[config.mk]
export PLATFORM = sky130hd
export DESIGN_NAME = hpf_nibble_tx
export DESIGN_NICKNAME = d
export VERILOG_FILES = /design/src/rtl/hpf_pkg.sv /design/src/rtl/hpf_sample_fifo.sv /design/src/rtl/hpf_nibble_tx.sv
export SDC_FILE = /design/constraint.sdc
export NUM_CORES = 1
export LEC_CHECK = 0
export CORE_MARGIN = 4
export CORE_UTILIZATION = 40
export DETAILED_ROUTE_END_ITERATION = 8
export PLACE_DENSITY_LB_ADDON = 0.3
export SYNTH_ARGS = -nofsm -noshare
export SYNTH_HDL_FRONTEND = slang
export SYNTH_SLANG_ARGS = --single-unit
export TNS_END_PERCENT = 1
[constraint.sdc]
create_clock -name clk -period 3.63 [get_ports clk]
set_input_delay 0.726 -clock clk [delete_from_list [all_inputs] [get_ports clk]]
set_output_delay 0.726 -clock clk [all_outputs]
set_load 0.03 [all_outputs]
[src/rtl/hpf_pkg.sv]
// hpf_pkg
//   Constants and types shared by the high-pass filter and its split-sample
//   transmitter, so that frame alignment is defined in exactly one place.
//   Contents: frame length / low-nibble slot defaults, sample and nibble widths,
//   the transmitter FSM state enum and a saturating-increment helper.
package hpf_pkg;

  localparam int HPF_FRAME_LEN = 20;
  localparam int HPF_LO_SLOT   = 2;
  localparam int SAMPLE_W      = 8;
  localparam int NIBBLE_W      = 4;
  localparam int SLOT_W        = 5;
  localparam int UCNT_W        = 8;

  typedef enum logic [1:0] {
    ST_IDLE    = 2'd0,
    ST_SEND_LO = 2'd1,
    ST_SEND_HI = 2'd2
  } tx_state_e;

  // Increment that sticks at the all-ones value instead of wrapping.
  function automatic logic [UCNT_W-1:0] sat_inc(input logic [UCNT_W-1:0] v);
    if (v == {UCNT_W{1'b1}}) begin
      return v;
    end else begin
      return v + {{(UCNT_W-1){1'b0}}, 1'b1};
    end
  endfunction

endpackage

[src/rtl/hpf_sample_fifo.sv]
// hpf_sample_fifo
//   Synchronous FIFO holding samples waiting for their frame slot.
//   DEPTH must be a power of two (pointers wrap naturally).
//   Ports:
//     clk, reset   clock, asynchronous active-high reset (FIFO emptied)
//     i_push       write i_wdata; ignored while full
//     i_wdata      sample to store
//     i_pop        discard the head entry; ignored while empty
//     o_rdata      current head entry (valid while !o_empty)
//     o_full       registered full flag
//     o_empty      registered empty flag
module hpf_sample_fifo #(
  parameter int DEPTH = 4,
  parameter int WIDTH = 8
) (
  input  logic             clk,
  input  logic             reset,
  input  logic             i_push,
  input  logic [WIDTH-1:0] i_wdata,
  input  logic             i_pop,
  output logic [WIDTH-1:0] o_rdata,
  output logic             o_full,
  output logic             o_empty
);

  localparam int            AW       = (DEPTH > 1) ? $clog2(DEPTH) : 1;
  localparam logic [AW:0]   LP_DEPTH = (AW+1)'(DEPTH);

  logic [WIDTH-1:0] r_mem [DEPTH];
  logic [AW-1:0]    r_wptr;
  logic [AW-1:0]    r_rptr;
  logic [AW:0]      r_count;
  logic [AW:0]      w_count_nxt;
  logic             r_full;
  logic             r_empty;
  logic             w_push;
  logic             w_pop;

  // A push is refused when full even if a pop happens on the same edge.
  assign w_push  = i_push && !r_full;
  assign w_pop   = i_pop && !r_empty;
  assign o_rdata = r_mem[r_rptr];
  assign o_full  = r_full;
  assign o_empty = r_empty;

  always_comb begin
    w_count_nxt = r_count;
    case ({w_push, w_pop})
      2'b10:   w_count_nxt = r_count + 1'b1;
      2'b01:   w_count_nxt = r_count - 1'b1;
      default: w_count_nxt = r_count;
    endcase
  end

  always_ff @(posedge clk) begin
    if (w_push) begin
      r_mem[r_wptr] <= i_wdata;
    end
  end

  always_ff @(posedge clk or posedge reset) begin
    if (reset) begin
      r_wptr  <= '0;
      r_rptr  <= '0;
      r_count <= '0;
      r_full  <= 1'b0;
      r_empty <= 1'b1;
    end else begin
      if (w_push) begin
        r_wptr <= r_wptr + 1'b1;
      end
      if (w_pop) begin
        r_rptr <= r_rptr + 1'b1;
      end
      r_count <= w_count_nxt;
      r_full  <= (w_count_nxt == LP_DEPTH);
      r_empty <= (w_count_nxt == '0);
    end
  end

endmodule

[src/rtl/hpf_nibble_tx.sv]
// hpf_nibble_tx
//   Transmit end of the 4-bit split-sample link into the filter's x_half input.
//   Samples arrive over valid/ready, wait in a small FIFO and are sent as low
//   nibble then high nibble in slots LO_SLOT / LO_SLOT+1 of a free-running frame.
//   An empty FIFO at the pop slot sends a zero sample and flags underrun.
//   Ports:
//     clk, reset          clock, asynchronous active-high reset
//     i_s_valid/i_s_data  offered 8-bit two's-complement sample
//     o_s_ready           FIFO not full
//     o_x_half            nibble stream, zero outside the two data slots
//     o_slot              current frame slot
//     o_sample_sent       pulse in slot LO_SLOT+1 for a real sample
//     o_underrun          pulse in slot LO_SLOT when a filler zero goes out
//     o_underrun_cnt      saturating count of filler frames
module hpf_nibble_tx
  import hpf_pkg::*;
#(
  parameter int FRAME_LEN  = HPF_FRAME_LEN,
  parameter int LO_SLOT    = HPF_LO_SLOT,
  parameter int FIFO_DEPTH = 4
) (
  input  logic                clk,
  input  logic                reset,
  input  logic                i_s_valid,
  input  logic [SAMPLE_W-1:0] i_s_data,
  output logic                o_s_ready,
  output logic [NIBBLE_W-1:0] o_x_half,
  output logic [SLOT_W-1:0]   o_slot,
  output logic                o_sample_sent,
  output logic                o_underrun,
  output logic [UCNT_W-1:0]   o_underrun_cnt
);

  localparam logic [SLOT_W-1:0] LP_SLOT_LAST = SLOT_W'(FRAME_LEN - 1);
  localparam logic [SLOT_W-1:0] LP_POP_SLOT  = SLOT_W'(LO_SLOT - 1);
  localparam logic [SLOT_W-1:0] LP_LO_SLOT   = SLOT_W'(LO_SLOT);

  logic [SLOT_W-1:0]   r_slot;
  tx_state_e           r_state;
  logic [NIBBLE_W-1:0] r_x_half;
  logic [NIBBLE_W-1:0] r_hold_hi;
  logic                r_real;
  logic                r_sample_sent;
  logic                r_underrun;
  logic [UCNT_W-1:0]   r_underrun_cnt;

  logic                w_full;
  logic                w_empty;
  logic                w_push;
  logic                w_pop_edge;
  logic                w_pop;
  logic [SAMPLE_W-1:0] w_head;

  assign w_push     = i_s_valid && !w_full;
  assign w_pop_edge = (r_slot == LP_POP_SLOT);
  assign w_pop      = w_pop_edge && !w_empty;

  hpf_sample_fifo #(
    .DEPTH (FIFO_DEPTH),
    .WIDTH (SAMPLE_W)
  ) u_fifo (
    .clk     (clk),
    .reset   (reset),
    .i_push  (w_push),
    .i_wdata (i_s_data),
    .i_pop   (w_pop),
    .o_rdata (w_head),
    .o_full  (w_full),
    .o_empty (w_empty)
  );

  // Free-running frame slot counter.
  always_ff @(posedge clk or posedge reset) begin
    if (reset) begin
      r_slot <= '0;
    end else if (r_slot == LP_SLOT_LAST) begin
      r_slot <= '0;
    end else begin
      r_slot <= r_slot + 1'b1;
    end
  end

  // FSM tracks the slot one edge ahead; outputs are loaded on the same edges.
  // The low nibble leaves straight from the FIFO head, so only the high nibble
  // (which carries the sign bit) needs holding for the following slot.
  always_ff @(posedge clk or posedge reset) begin
    if (reset) begin
      r_state        <= ST_IDLE;
      r_x_half       <= '0;
      r_hold_hi      <= '0;
      r_real         <= 1'b0;
      r_sample_sent  <= 1'b0;
      r_underrun     <= 1'b0;
      r_underrun_cnt <= '0;
    end else begin
      if (w_pop_edge) begin
        r_state <= ST_SEND_LO;
      end else if (r_slot == LP_LO_SLOT) begin
        r_state <= ST_SEND_HI;
      end else begin
        r_state <= ST_IDLE;
      end

      if (w_pop_edge) begin
        r_sample_sent <= 1'b0;
        if (!w_empty) begin
          r_hold_hi  <= w_head[SAMPLE_W-1:NIBBLE_W];
          r_x_half   <= w_head[NIBBLE_W-1:0];
          r_real     <= 1'b1;
          r_underrun <= 1'b0;
        end else begin
          r_hold_hi      <= '0;
          r_x_half       <= '0;
          r_real         <= 1'b0;
          r_underrun     <= 1'b1;
          r_underrun_cnt <= sat_inc(r_underrun_cnt);
        end
      end else begin
        case (r_state)
          ST_SEND_LO: begin
            r_x_half      <= r_hold_hi;
            r_underrun    <= 1'b0;
            r_sample_sent <= r_real;
          end
          ST_SEND_HI: begin
            r_x_half      <= '0;
            r_underrun    <= 1'b0;
            r_sample_sent <= 1'b0;
          end
          default: begin
            r_x_half      <= '0;
            r_underrun    <= 1'b0;
            r_sample_sent <= 1'b0;
          end
        endcase
      end
    end
  end

  assign o_s_ready      = !w_full;
  assign o_x_half       = r_x_half;
  assign o_slot         = r_slot;
  assign o_sample_sent  = r_sample_sent;
  assign o_underrun     = r_underrun;
  assign o_underrun_cnt = r_underrun_cnt;

endmodule

==> results.tsv, run 1 <==
stage	metric	value	unit
sta	relSlewSlack	0.623	
final_layout	final_nets	242	
power	p_leak	1.35	nW
clocking	numCtsBuffers	9	
die	dieArea	8500	sq um
final_layout	syn2layout_area_growth	22.1	%
global_route	grt_pass1_wl	7640	microns
yosys	yosysWarningCount	0	
placed_design	gp_congestion	0.769	
setup_path	cp_max_fo	15	
run	maxCapViolCount	0	
yosys	synth_common_cells	34 x dfrtp_1, 32 x edfxtp_1, 11 x inv_1	
global_route	antenna_found_initial	0	
global_route	grt_pass1_vias	1517	
route	via_per_inst	4.78	
yosys	synthCells	183	
clocking	root_buffer	clkbuf_8	
setup_path	cp.required	3900	ps
placed_design	hpwl	3140	microns
sta	fin_crit_sh	0.721	
yosys	syn_nets	204	
yosys	async_reset_ff_frac	0.522	
clocking	clkSinkCount	67	
clocking	clock_path_buffers	2	
yosys	post-synth-top-count-cell	dfrtp_1	
sta	skew	5.76	ps
clocking	cts_setup_buffers	0	
clocking	clock_latency	330	ps
die	core_area	6830	sq um
sta	hold_viol	0	
die	die_y	92.2	microns
route	drc	0	
placed_design	io_buffers	30	
setup_path	critPathCaptureType	register	
global_route	overflow	0	
yosys	yosys.cell_types.count	43	
power	irDropWorstVdd	0.326	mV
sta	setup_tns	0	ps
yosys	synth_area_leaders	edfxtp_1 34%, dfrtp_1 30%, mux4_2 6.4%, ha_1 4.0%, mux2_2 2.4%	
route	drt_wl_total	4580	microns
min_path	hold_path.startpoint	r_real	
sta	rsz0062_at_grt	false	
yosys	synthFlopType	dfrtp_1	
setup_path	r2r-end	u_fifo.o_full	
status	status	completed	
clocking	cts-resized-gates	0	
yosys	avgSynthCellArea	15.5	sq um
die	rows	30	
route	drtPass1Iterations	4	
min_path	min_path_cells	2	
yosys	syn_area	2840	sq um
setup_path	reg2regPathDepth	10	
setup_path	crit_type	register to register	
route	routedWlPerCell	14.2	microns
yosys	synth-edff-count	32	
sta	min_period	2620	ps
global_route	grt_usage	0.121	
die	die_w	92.2	microns
route	ant_nets	0	
placed_design	placed_cell_area	3230	sq um
yosys	yosys.area.top_type_share	0.339	
setup_path	r2r_start	o_slot[1]	
yosys	yosys.area.top_type	edfxtp_1	
final_layout	antennaDiodeCount	0	
final_layout	drive_gt1_frac	0.195	
clocking	postCtsHoldBufs	0	
setup_path	r2r_setup_slack	1010	ps
clocking	path_clk_slew	70	ps
power	power.density	650	nW/um^2
clocking	htree_levels	3	
sta	fmax	382	MHz
sta	slew_viol_final	0	
die	start_util	0.415	
final_layout	utilization	0.507	
min_path	holdCritPathClass	register to register	
min_path	hold_end	r_real	
sta	setup_viol	0	
setup_path	worstPathArrival	2890	ps
clocking	cts_tree	yes	
yosys	ys_seq_area_frac	0.648	
route	drt-initial-drc-count	58	
route	num_vias	1540	
global_route	grt_max_degree	36	
sta	tightest_slew	566	ps
sta	hold_ws	477	ps
yosys	ys_ff_latch	67	
final_layout	final_cell_area	3460	sq um
die	boundaryPins	31	
setup_path	crit_path_start_kind	register	
[critical path: stages, from the launching register on]
cell and delay [ps]:
dfrtp_1 420, inv_1 70, ha_1 140, or4b_1 420, buf_4 230, nor2_8 180, ha_1 230, fa_1 440
nor2_1 110, a21oi_1 80, o21ba_2 240
[through the flow]
| step | instances | power, mW | setup WS (ps) |
|---|---|---|---|
| finish | 322 | 2.25 | 1010 |
| global route | 322 | 2.37 | 812 |
| CTS | 322 | 2.28 | 991 |
| detailed placement | 306 | 1.55 | 752 |
| global placement | 306 | 1.54 | 793 |
| floorplan | 183 | 1.41 | 915 |
[metal layers]
metal	part of all wire	GRT usage	vias up
met2	0.47	0.179	39
met1	0.47	0.155	749
met5	0	0	-
li1	-	-	744
met4	0.027	0.0743	0
met3	0.035	0.0369	8
[flip-flops by register name, summed over array words and instances (netlist names), 2 cells and up]
| name | cells |
|---|---|
| o_slot | 5 |
| o_underrun_cnt | 8 |
| o_x_half | 4 |
| r_hold_hi | 4 |
| r_state | 2 |
| u_fifo.r_count | 3 |
| u_fifo.r_mem | 32 |
| u_fifo.r_rptr | 2 |
| u_fifo.r_wptr | 2 |
[cell type report]
cell class | instances | area, sq um
sequential | 67 | 1840
clock inverter | 4 | 98.8
tap | 96 | 120
clock buffer | 12 | 135
multi-input combinational | 98 | 903
timing repair buffer | 33 | 323
inverter | 12 | 45.0
fill | 600 | 3370
[placed cells by master (no fill, tap or decap), types with 2 or more instances in the layout]
cell type,n
a22o_1,4
a22o_2,5
a31oi_1,2
and2_1,5
buf_4,3
bufinv_16,3
clkbuf_1,3
clkbuf_8,9
clkdlybuf4s50_1,30
dfrtp_1,34
edfxtp_1,32
ha_1,9
inv_1,11
mux2_2,6
mux4_2,8
nand2_1,9
nand3_1,4
nand4_1,2
nor2_1,6
nor3_1,4
o21a_1,2
o21ai_0,7
xnor2_1,6
xor2_1,2
[power breakdown]
group	switching (mW)	leakage, nW	internal [mW]
clock network	0.267	0.115	0.459
logic	0.194	0.498	0.239
registers	0.129	0.739	0.962
total	0.591	1.35	1.66
[how the worst max path moves through the flow]
stage               slack (ps)       from                end  cells past startpoint
global route               810  o_slot[1]      u_fifo.o_full                     10
detailed placement         750  i_s_valid  u_fifo.r_count[2]                      9
CTS                        990  o_slot[1]      u_fifo.o_full                     10
floorplan                  920  o_slot[0]      u_fifo.o_full                     10
global placement           790  i_s_valid  u_fifo.r_count[2]                      9
finish                    1010  o_slot[1]      u_fifo.o_full                     10
[cells by family after synthesis]
family | synth area share
AOI/OAI and AO/OA | 0.0631
muxes | 0.0873
xor gates and xnor gates | 0.0247
adders and majority gates | 0.0468
and+or+nand+nor | 0.0966
buffers and inverters | 0.0335
DFF | 0.648
(Power assumes the default switching activity.)
==> run 2, diff against run 1 <==
==> constraint.sdc (replaced) <==
create_clock -name clk -period 2.55 [get_ports clk]
set_input_delay 0.51 -clock clk [delete_from_list [all_inputs] [get_ports clk]]
set_output_delay 0.51 -clock clk [all_outputs]
set_load 0.03 [all_outputs]
==> results.tsv, run 2 (same netlist as run 1, synthesis figures left out) <==
stage	metric	value	unit	change
global_route	grt_pass1_vias	1545		+1.8%
placed_design	dp_cells	310		+1.3%
final_layout	drive_gt1_frac	0.222		+0.0270
setup_path	critPathTopFamily	simple AND/OR/NAND/NOR gates		
global_route	antenna_found_initial	0		unchanged
die	boundaryPins	31		unchanged
route	drt_wl_total	4700	microns	+2.6%
clocking	clock_latency	330	ps	about the same
final_layout	top_register	u_fifo.r_mem		
sta	skew	9.64	ps	+3.88 ps
global_route	grt_usage	0.124		+0.00257
sta	min_period	2390	ps	-233 ps
global_route	grt_pass1_wl	7800	microns	+2.1%
sta	setup_ws	165	ps	-847 ps
setup_path	path_cells	inv_1 -> ha_1 -> or4b_1 -> nor2_8 -> ha_4 -> fa_1 -> nor2_1 -> a21oi_1 -> o21ba_2		
power	irDropWorstVdd	0.524	mV	+61%
route	num_vias	1558		+1.2%
placed_design	placed_cell_area	3270	sq um	+1.4%
clocking	postCtsHoldBufs	0		unchanged
placed_design	hpwl	3150	microns	+0.55%
clocking	root_buffer	clkbuf_8		
global_route	grt_max_degree	36		unchanged
sta	fmax	419	MHz	+9.8%
die	dieArea	8500	sq um	unchanged
final_layout	largest_reg_flops	32		unchanged
clocking	numCtsBuffers	9		unchanged
placed_design	gp_congestion	0.755		-1.8%
power	p_leak	1.34	nW	-0.75%
status	status	completed		
route	drtPass1Iterations	5		+1
route	via_per_inst	4.78		about the same
sta	fin_crit_sh	0.935		+0.214
placed_design	preCtsSetupSlack	6.23	ps	-746 ps
final_layout	antennaDiodeCount	0		unchanged
clocking	clock_path_buffers	2		unchanged
die	rows	30		unchanged
power	power.density	862	nW/um^2	+33%
sta	hold_viol	0		unchanged
final_layout	utilization	0.506		-0.000550
clocking	htree_levels	3		unchanged
setup_path	crit_type	register to register		
clocking	cts-resized-gates	0		unchanged
clocking	cts_setup_buffers	0		unchanged
setup_path	crit_buf_inv	1		-1
setup_path	worstPathArrival	2650	ps	-240 ps
setup_path	critPathCaptureType	register		
clocking	cts_tree	yes		
final_layout	instances_no_fill	326		+1.2%
route	drt-initial-drc-count	54		-6.9%
route	routedWlPerCell	14.4	microns	+1.3%
die	core_area	6830	sq um	unchanged
sta	hold_ws	492	ps	+15.6 ps
sta	setup_viol	0		unchanged
final_layout	final_cell_mix	32 x dfrtp_1, 32 x edfxtp_1, 30 x clkdlybuf4s50_1		
die	start_util	0.415		unchanged
placed_design	io_buffers	30		unchanged
sta	rsz0062_at_grt	false		
route	drc	0		unchanged
final_layout	fillers	618		+3.0%
clocking	clkSinkCount	67		unchanged
final_layout	final_cell_area	3460	sq um	-0.11%
setup_path	critPathSlowestCell	or4b_1		
setup_path	crit_path_start_kind	register		
power	power	2.98	mW	+33%
run	maxCapViolCount	0		unchanged
die	die_w	92.2	microns	unchanged
min_path	holdCritPathClass	register to register		
clocking	path_clk_slew	70	ps	about the same
route	ant_nets	0		unchanged
global_route	overflow	0		unchanged
setup_path	cp.required	2820	ps	-1080 ps
sta	relSlewSlack	0.620		-0.00267
die	die_y	92.2	microns	unchanged
setup_path	cpPeakStageDelay	550	ps	+110 ps
setup_path	cp_max_fo	5		-10
final_layout	final_nets	246		+1.7%
final_layout	syn2layout_area_growth	22.0	%	
sta	tightest_slew	570	ps	+4.01 ps
sta	setup_tns	0	ps	unchanged
sta	slew_viol_final	0		unchanged
-- run 2: cell count changes in the layout (fill, tap and decap cells not counted), moves of 2 or more --
| cell | before | now |
|---|---|---|
| buf_4 | 3 | 7 |
| bufinv_16 | 3 | 1 |
| clkinvlp_4 | 0 | 2 |
| dfrtp_1 | 34 | 32 |
| dfrtp_2 | 0 | 2 |
-- run 2: final timing paths --
path	startpoint	to	slack [ps]	depth (start not counted)
max reg2reg	o_slot[1]	u_fifo.o_full	160	9
min in group asynchronous	reset	u_fifo.r_wptr[1]	580	3
min	r_real	r_real	490	2
max in group asynchronous	reset	u_fifo.o_empty	1620	3
min reg2reg	r_real	r_real	490	2
max	o_slot[1]	u_fifo.o_full	160	9
-- run 2: report_power, final --
part | internal [mW] | total [mW] | switching [mW] | leakage, nW
registers | 1.37 | 1.55 | 0.185 | 0.737
logic | 0.343 | 0.603 | 0.260 | 0.517
clock network | 0.447 | 0.825 | 0.378 | 0.0870
total | 2.16 | 2.98 | 0.822 | 1.34
-- run 2: per-layer routing --
metal / vias to the layer above / track usage / routed length (microns)
met5: - / 0 / 0
met4: 0 / 0.0557 / 50
met3: 6 / 0.0468 / 182
met2: 26 / 0.183 / 2360
met1: 775 / 0.161 / 2110
li1: 751 / - / -
-- run 2: worst reg2reg max path: stages (launching register included) --
cell and delay (ps):
dfrtp_2 430, inv_1 60, ha_1 140, or4b_1 550, nor2_8 140, ha_4 150
fa_1 420, nor2_1 110, a21oi_1 80, o21ba_2 230
-- run 2: cell type report --
class,count,area [sq um],area share
Tap cell,96,120,0.0347
Clock buffer,11,131,0.0380
Multi-Input combinational cell,98,916,0.265
Inverter,12,45.0,0.0130
Timing Repair Buffer,37,353,0.102
Sequential cell,67,1840,0.532
Clock inverter,5,53.8,0.0156
